`src/rtl/spi_frame_pkg.sv`:
```
// Shared definitions for the SPI frame receiver.
//   state_t    : receiver FSM states
//   FRAME_BITS : default frame length in bits
//   RW_BIT, ADDR_MSB/LSB, DATA_MSB/LSB : field positions in a default-sized frame,
//                also used by the control-register bank that consumes the frames
package spi_frame_pkg;

   localparam int FRAME_BITS = 16;

   localparam int RW_BIT   = 15;
   localparam int ADDR_MSB = 14;
   localparam int ADDR_LSB = 8;
   localparam int DATA_MSB = 7;
   localparam int DATA_LSB = 0;

   typedef enum logic [1:0] {
      WAIT_HIGH,
      IDLE,
      SHIFT
   } state_t;

endpackage

```
`src/rtl/sync_edge.sv`:
```
// Pin synchronizer with edge detection.
//   clk, rst   : system clock, synchronous active-high reset
//   pin        : raw asynchronous input
//   level      : synchronized level (last chain stage)
//   rise, fall : one-cycle edge indications, derived from level and its history
// STAGES flops form the chain; RESET_VAL is loaded into every chain stage and
// into the history register so that the idle level of the pin shows no edge.
module sync_edge #(
   parameter int   STAGES    = 2,
   parameter logic RESET_VAL = 1'b0
) (
   input  logic clk,
   input  logic rst,
   input  logic pin,
   output logic level,
   output logic rise,
   output logic fall
);

   logic [STAGES-1:0] chain;
   logic              prev;

   always_ff @(posedge clk) begin
      if (rst) begin
         chain <= {STAGES{RESET_VAL}};
         prev  <= RESET_VAL;
      end else begin
         chain <= {chain[STAGES-2:0], pin};
         prev  <= chain[STAGES-1];
      end
   end

   assign level = chain[STAGES-1];
   assign rise  = chain[STAGES-1] & ~prev;
   assign fall  = ~chain[STAGES-1] & prev;

endmodule

```
`src/rtl/spi_frame_receiver.sv`:
```
// SPI mode-0, MSB-first frame receiver running entirely in the clk domain.
//   clk, rst       : system clock, synchronous active-high reset
//   sclk_i, copi_i, ncs_i : raw SPI pins (asynchronous)
//   frame_valid_o  : one-cycle pulse when a FRAME_BITS-long frame completes
//   frame_write_o  : frame MSB (1 = write)
//   frame_addr_o   : address field
//   frame_data_o   : data field
//   frame_error_o  : one-cycle pulse when a frame ends with a wrong bit count
//   busy_o         : high while a frame is being shifted in
// Field outputs hold the last valid frame until the next one or reset.
module spi_frame_receiver
   import spi_frame_pkg::*;
#(
   parameter int SYNC_STAGES = 2,
   parameter int FRAME_BITS  = spi_frame_pkg::FRAME_BITS,
   parameter int ADDR_BITS   = 7,
   parameter int DATA_BITS   = 8
) (
   input  logic                 clk,
   input  logic                 rst,
   input  logic                 sclk_i,
   input  logic                 copi_i,
   input  logic                 ncs_i,
   output logic                 frame_valid_o,
   output logic                 frame_write_o,
   output logic [ADDR_BITS-1:0] frame_addr_o,
   output logic [DATA_BITS-1:0] frame_data_o,
   output logic                 frame_error_o,
   output logic                 busy_o
);

   localparam int CNT_W = $clog2(FRAME_BITS + 2);
   localparam logic [CNT_W-1:0] CNT_FULL  = CNT_W'(FRAME_BITS);
   localparam logic [CNT_W-1:0] CNT_SAT   = CNT_W'(FRAME_BITS + 1);
   localparam logic [CNT_W-1:0] CNT_FLUSH = CNT_W'(SYNC_STAGES);

   logic sclk_level, sclk_rise, sclk_fall_unused;
   logic copi_level, copi_rise_unused, copi_fall_unused;
   logic ncs_level, ncs_rise, ncs_fall;

   sync_edge #(.STAGES(SYNC_STAGES), .RESET_VAL(1'b0)) u_sclk (
      .clk(clk), .rst(rst), .pin(sclk_i),
      .level(sclk_level), .rise(sclk_rise), .fall(sclk_fall_unused)
   );

   sync_edge #(.STAGES(SYNC_STAGES), .RESET_VAL(1'b0)) u_copi (
      .clk(clk), .rst(rst), .pin(copi_i),
      .level(copi_level), .rise(copi_rise_unused), .fall(copi_fall_unused)
   );

   sync_edge #(.STAGES(SYNC_STAGES), .RESET_VAL(1'b1)) u_ncs (
      .clk(clk), .rst(rst), .pin(ncs_i),
      .level(ncs_level), .rise(ncs_rise), .fall(ncs_fall)
   );

   state_t                state_q, state_d;
   logic [FRAME_BITS-1:0] shift_q, shift_d;
   logic [CNT_W-1:0]      count_q, count_d;
   logic                  valid_d, error_d, write_d;
   logic [ADDR_BITS-1:0]  addr_d;
   logic [DATA_BITS-1:0]  data_d;

   always_ff @(posedge clk) begin
      if (rst) begin
         state_q       <= WAIT_HIGH;
         shift_q       <= '0;
         count_q       <= '0;
         frame_valid_o <= 1'b0;
         frame_error_o <= 1'b0;
         frame_write_o <= 1'b0;
         frame_addr_o  <= '0;
         frame_data_o  <= '0;
         busy_o        <= 1'b0;
      end else begin
         state_q       <= state_d;
         shift_q       <= shift_d;
         count_q       <= count_d;
         frame_valid_o <= valid_d;
         frame_error_o <= error_d;
         frame_write_o <= write_d;
         frame_addr_o  <= addr_d;
         frame_data_o  <= data_d;
         busy_o        <= (state_d == SHIFT);
      end
   end

   always_comb begin
      state_d = state_q;
      shift_d = shift_q;
      count_d = count_q;
      valid_d = 1'b0;
      error_d = 1'b0;
      write_d = frame_write_o;
      addr_d  = frame_addr_o;
      data_d  = frame_data_o;
      case (state_q)
         // The nCS chain comes out of reset holding 1s. Waiting SYNC_STAGES
         // cycles flushes it, so the high level seen here is the real pin and
         // a frame already in flight at reset release cannot look like a fresh
         // falling edge.
         WAIT_HIGH: begin
            if (count_q != CNT_FLUSH) begin
               count_d = count_q + 1'b1;
            end else if (ncs_level) begin
               state_d = IDLE;
               count_d = '0;
            end
         end
         IDLE: begin
            if (ncs_fall) begin
               state_d = SHIFT;
               shift_d = '0;
               count_d = '0;
            end
         end
         SHIFT: begin
            // nCS rise takes priority: an SCLK rise in the same cycle is dropped.
            if (ncs_rise) begin
               state_d = IDLE;
               if (count_q == CNT_FULL) begin
                  valid_d = 1'b1;
                  write_d = shift_q[FRAME_BITS-1];
                  addr_d  = shift_q[FRAME_BITS-2 -: ADDR_BITS];
                  data_d  = shift_q[DATA_BITS-1:0];
               end else begin
                  error_d = 1'b1;
               end
            end else if (sclk_rise && !ncs_level) begin
               shift_d = {shift_q[FRAME_BITS-2:0], copi_level};
               if (count_q != CNT_SAT) begin
                  count_d = count_q + 1'b1;
               end
            end
         end
         default: state_d = WAIT_HIGH;
      endcase
   end

endmodule

```
`config.mk`:
```
export PLATFORM = sky130hd
export DESIGN_NAME = spi_frame_receiver
export DESIGN_NICKNAME = d
export VERILOG_FILES = /design/src/rtl/spi_frame_pkg.sv /design/src/rtl/sync_edge.sv /design/src/rtl/spi_frame_receiver.sv
export SDC_FILE = /design/constraint.sdc
export NUM_CORES = 1
export LEC_CHECK = 0
export ABC_AREA = 1
export CORE_MARGIN = 8
export CORE_UTILIZATION = 34
export DETAILED_ROUTE_END_ITERATION = 8
export PLACE_DENSITY = 0.56
export SETUP_SLACK_MARGIN = 0.2
export SKIP_LAST_GASP = 1
export SLEW_MARGIN = 5
export SYNTH_ARGS = -nofsm -noshare
export SYNTH_HDL_FRONTEND = slang
export SYNTH_HIERARCHICAL = 1
export SYNTH_SLANG_ARGS = --single-unit
export TNS_END_PERCENT = 5
```
`constraint.sdc`:
```
create_clock -name clk -period 1.97 [get_ports clk]
set_input_delay 0.2955 -clock clk [delete_from_list [all_inputs] [get_ports clk]]
set_output_delay 0.2955 -clock clk [all_outputs]
set_load 0.005 [all_outputs]
```
==> out/results.tsv, run 1 <==
metric	value	unit
Pre-antenna DRT Iters	4	
CP endpoint kind	register	
register area	1000	um2
max frequency	612	MHz
layout filler cell count	662	
Setup Crit Path Kind	reg2reg	
MaxCap Viol Count	0	
hold path depth	2	
post-DR wirelength/cell	11.4	um
first-pass GRT wire length	7250	um
number of buffers added on ports	23	
Root Driver	clkbuf_8	
area of the multi-input gates	992	um2
Pleak	1.23	nW
die width	95.4	um
non-filler cells, final	394	
vias per inst	4.57	
GRT overflow	0	
Synth Cell Area	2140	um2
WL final	4490	um
hold_sp	u_copi/chain[0]	
clk buf depth	2	
r2r setup slk	340	ps
pin count of the biggest net entering global routing	32	
GRT Util Overall	0.101	
IO Pins	24	
final hold viol count	0	
clock-pin slew on the worst setup and hold paths	100	ps
worst slew pin tran	396	ps
GPL Wtd Cong	0.816	
Hold Path End	u_copi/chain[1]	
Worst VDD drop	0.000527	V
Startpoint Class	register	
vias in the first global route	1576	
Nets	329	
antenna-violating nets left	0	
Hold-fix buffers, CTS	0	
H-tree depth	2	
Syn Nets	305	
die height	95.4	um
pwr dens	1070	nW/um2
clock latency at the later pin of the worst-skew pair	310	ps
CTS Sinks	50	
Worst EP arrival	1830	ps
Detailed Place HPWL	2940	um
Worst Hold Class	reg2reg	
Synth Area per Inst	7.33	um2
Req. time, crit path	2160	ps
period utilization	0.829	
Setup violations, final	0	
DR vias	1802	
core area	6200	um2
worst r2r dst	shift_q[5]	
DR DRC count	0	
# rows	29	
Pins Over Slew Limit	0	
layout cells sized above 1	0.0883	
Layout Skew	12.2	ps
TritonCTS clock tree	built	
reg2reg start	state_q[1]	
status	complete, no violations	
initial core utilization	0.345	
Placed Area	2430	um2
Synth warnings	6	
CTS Buf Count	5	
relative slew slack	0.735	
setup TNS	0	ps
worst-path maximum fanout	16	
Cells after DPL	384	
ANT cells	0	
RSZ-0062 raised after global routing	true	
antenna violations before repair	0	
Iter 0 DRT Violations	114	
cell area after layout	2610	um2
Layout area overhead	21.7	%
die area	9090	um2
Post-Synthesis Cells	292	
post-route minimum period	1630	ps
reg2reg path depth	9	
==> cells in the final DEF, fill, tap and decap left out, drive strengths merged <==
cell           instances
o21bai                 1
ha                     8
clkdlybuf4s50         23
o211ai                 1
o21ai                 33
dfxtp                 50
buf                    3
nand3                 15
inv                   33
a21oi                  4
bufinv                 1
nand4                  2
clkbuf                 5
or2                    1
clkinv                 2
nand2                 58
nor2                  77
==> area by class of cell <==
class                      count  area share
clock buffer                   5      0.0264
clock inverter                 3      0.0168
inverter                      32      0.0480
multi-input combinational    200       0.381
sequential                    50       0.385
tap                           77      0.0370
timing repair buffer          26       0.103
timing repair inverter         1     0.00336
==> worst max-delay path, cell delays in order, from the launching register on <==
cell	delay (ps)
dfxtp_1	350
inv_1	110
ha_1	180
inv_1	70
nor2_1	230
nor2_4	80
nand3_4	140
clkinv_4	120
o21ai_0	170
nor2_1	50
==> timing repair <==
action,CTS,global route
pin swaps,0,2
endpoints found under the setup margin,15,22
endpoints found under the hold margin,0,0
resized for setup,1,15
setup buffers,0,0
gates cloned,0,2
==> flip-flops by register name (all words and copies together), names as in the netlist, 2 cells and up <==
signal,flops
shift_q,16
u_ncs/chain,2
u_sclk/chain,2
frame_data_o,8
frame_addr_o,7
u_copi/chain,2
count_q,5
state_q,2
==> worst max path at each step <==
stage                     slack (ps)           to       start  depth (start not counted)
after CTS                        230  shift_q[15]  state_q[0]                         10
final                            340   shift_q[5]  state_q[1]                          9
after global routing             180   shift_q[8]  state_q[0]                          8
after floorplan                  450  shift_q[14]  state_q[0]                         11
after global placement           200  shift_q[15]  state_q[0]                         10
after detailed placement         150  shift_q[15]  state_q[0]                         10
==> power breakdown <==
part	switching [mW]	internal [mW]
sequential	0.151	1.17
combinational	0.448	0.278
clock	0.367	0.381
total	0.965	1.83
==> layer usage <==
layer / share of wire / global-route usage / vias up
li1: - / - / 954
met1: 0.50 / 0.128 / 807
met2: 0.45 / 0.152 / 33
met3: 0.030 / 0.0252 / 8
met4: 0.023 / 0.0559 / 0
met5: 0 / 0 / -
==> metrics by stage <==
stage	power, mW	setup slack [ps]	hold WS [ps]	util
3_3_place_gp	1.98	198	389	0.392
2_1_floorplan	1.87	445	367	-
4_1_cts	2.74	225	409	0.410
5_1_grt	2.98	185	427	0.420
3_5_place_dp	1.99	150	396	0.392
6_report	2.79	337	410	0.420
No activity file was read; power rests on OpenSTA's default activity.
==> run 2: changes to the inputs <==
==> constraint.sdc (replaced) <==
create_clock -name clk -period 1.65 [get_ports clk]
set_input_delay 0.2475 -clock clk [delete_from_list [all_inputs] [get_ports clk]]
set_output_delay 0.2475 -clock clk [all_outputs]
set_load 0.005 [all_outputs]
==> out/results.tsv, run 2 (same netlist as run 1, synthesis figures left out) <==
metric	value	unit	change
setup TNS	0	ps	unchanged
Largest register FFs	16		unchanged
max frequency	658	MHz	was 612 MHz
ANT cells	0		unchanged
Worst EP arrival	1710	ps	was 1830 ps
biggest regs	shift_q (16), frame_data_o (8), frame_addr_o (7)		unchanged
Setup violations, final	0		unchanged
most common cell after layout, fill and taps aside	nor2_1		unchanged
Layout area overhead	32.8	%	was 21.7%
DR DRC count	0		unchanged
Worst VDD drop	0.000563	V	was 0.000527 V
TritonCTS clock tree	built		unchanged
Final Power	3.57	mW	was 2.79 mW
H-tree depth	2		unchanged
non-filler cells, final	407		was 394
crit-path most repeated cell	inv_4		
pin count of the biggest net entering global routing	23		was 32
pwr dens	1260	nW/um2	was 1070 nW/um2
clk buf depth	2		unchanged
Root Driver	clkbuf_8		unchanged
WL final	4860	um	was 4490 um
vias in the first global route	1738		was 1576
clock latency at the later pin of the worst-skew pair	300	ps	was 310 ps
relative slew slack	0.782		was 0.735
Pre-antenna DRT Iters	4		unchanged
worst-path maximum fanout	6		was 16
number of buffers added on ports	23		unchanged
Hold-fix buffers, CTS	0		unchanged
CTS Sinks	50		unchanged
GRT overflow	0		unchanged
post-route minimum period	1520	ps	was 1630 ps
Setup Crit Path Kind	reg2reg		unchanged
GRT Util Overall	0.109		was 0.101
register area	1010	um2	was 1000 um2
Startpoint Class	register		unchanged
area of the multi-input gates	1070	um2	was 992 um2
initial core utilization	0.345		unchanged
antenna violations before repair	0		unchanged
RSZ-0062 raised after global routing	true		unchanged
Pleak	1.34	nW	was 1.23 nW
GPL Wtd Cong	0.822		was 0.816
crit path cell chain	inv_4, ha_1, nand3_4, inv_4, buf_12, buf_16, o21ai_1, nor2_1		was inv_1, ha_1, inv_1, nor2_1, nor2_4, nand3_4, clkinv_4, o21ai_0, nor2_1
DR vias	1829		was 1802
die width	95.4	um	unchanged
period utilization	0.921		was 0.829
post-DR wirelength/cell	11.9	um	was 11.4 um
Largest Register	shift_q		unchanged
CTS Buf Count	5		unchanged
# rows	29		unchanged
Worst Hold Class	reg2reg		unchanged
Pins Over Slew Limit	0		unchanged
IO Pins	24		unchanged
die area	9090	um2	unchanged
Iter 0 DRT Violations	151		was 114
Layout Skew	3.23	ps	was 12.2 ps
first-pass GRT wire length	7880	um	was 7250 um
layout filler cell count	619		was 662
die height	95.4	um	unchanged
final hold viol count	0		unchanged
Worst path slowest cell	dfxtp_4		was dfxtp_1
MaxCap Viol Count	0		unchanged
Req. time, crit path	1850	ps	was 2160 ps
Detailed Place HPWL	3120	um	was 2940 um
Cells after DPL	392		was 384
Nets	342		was 329
worst slew pin tran	326	ps	was 396 ps
vias per inst	4.49		was 4.57
status	complete, no violations		unchanged
layout cells sized above 1	0.182		was 0.0883
CP endpoint kind	register		unchanged
commonest non-fill, non-tap cells in the layout	nor2_1 (67), nand2_1 (53), dfxtp_1 (47)		was nor2_1 (70), nand2_1 (57), dfxtp_1 (49)
Critical Path Max Stage Delay	400	ps	was 350 ps
core area	6200	um2	unchanged
antenna-violating nets left	0		unchanged
clock-pin slew on the worst setup and hold paths	90	ps	was 100 ps
run 2: cell count changes in the layout (fill, tap and decap cells not counted), moves of 3 or more:
cell,before,now
buf_4,1,11
o21ai_0,30,20
o21ai_1,3,8
o21ai_2,0,5
inv_4,0,4
nand2_1,57,53
inv_1,29,26
nor2_1,70,67
run 2: cell type report:
class,count,share of cell area
clock buffers,7,0.0339
clock inverters,1,0.00308
inverters,32,0.0458
multi-input cells,200,0.378
flip-flops and latches,50,0.355
well taps,77,0.0339
repair buffers,40,0.151
run 2: worst max-delay path: cells and delay by family (launching register included):
| kind | cells | cell delay, ps |
|---|---|---|
| compound gates | 1 | 140 |
| flops | 1 | 400 |
| buf+inv | 4 | 360 |
| fa+ha+maj | 1 | 350 |
| simple gates | 2 | 160 |
run 2: path summary, 6_finish.rpt:
kind,start,endpoint,slack (ps),cells after the start
worst max register to register,state_q[0],shift_q[7],130,8
worst min-delay path,u_sclk/chain[0],u_sclk/chain[1],410,2
worst min register to register,u_sclk/chain[0],u_sclk/chain[1],410,2
worst max-delay path,state_q[0],shift_q[7],130,8
run 2: metrics by stage:
stage / worst slack, ps / area (um2) / hold slack (ps) / utilization
2_1_floorplan: 208 / 2150 / 319 / -
3_3_place_gp: 89.8 / 2500 / 390 / 0.403
3_5_place_dp: 65.5 / 2500 / 395 / 0.403
4_1_cts: 93.4 / 2720 / 409 / 0.438
5_1_grt: 74.1 / 2840 / 426 / 0.458
6_report: 131 / 2840 / 408 / 0.458
run 2: report_power, final:
part / internal, mW / switching (mW)
clock network: 0.385 / 0.415
registers: 1.40 / 0.190
logic: 0.558 / 0.624
run 2: metal layers:
metal / track usage / share of wire / wire (um) / vias up
li1: - / - / - / 977
met1: 0.135 / 0.49 / 2400 / 823
met2: 0.174 / 0.46 / 2230 / 23
met3: 0.0331 / 0.033 / 162 / 6
met4: 0.0403 / 0.012 / 57 / 0
met5: 0 / 0 / 0 / -
run 2: timing repair:
item / in CTS / in global routing
gates cloned: 2 / 1
endpoints found under the setup margin: 37 / 44
buffers inserted: 2 / 2
resized for setup: 27 / 24
pin swaps: 4 / 6
==> run 3: changes to the inputs <==
--- a/config.mk
+++ b/config.mk
@@ -8,6 +8,7 @@
 export ABC_AREA = 1
 export CORE_MARGIN = 8
 export CORE_UTILIZATION = 34
+export CTS_CLUSTER_SIZE = 16
 export DETAILED_ROUTE_END_ITERATION = 8
 export PLACE_DENSITY = 0.56
 export SETUP_SLACK_MARGIN = 0.2
==> results of run 3 <==
Same layout as run 2: the final DEF is identical, and so are final timing and power.
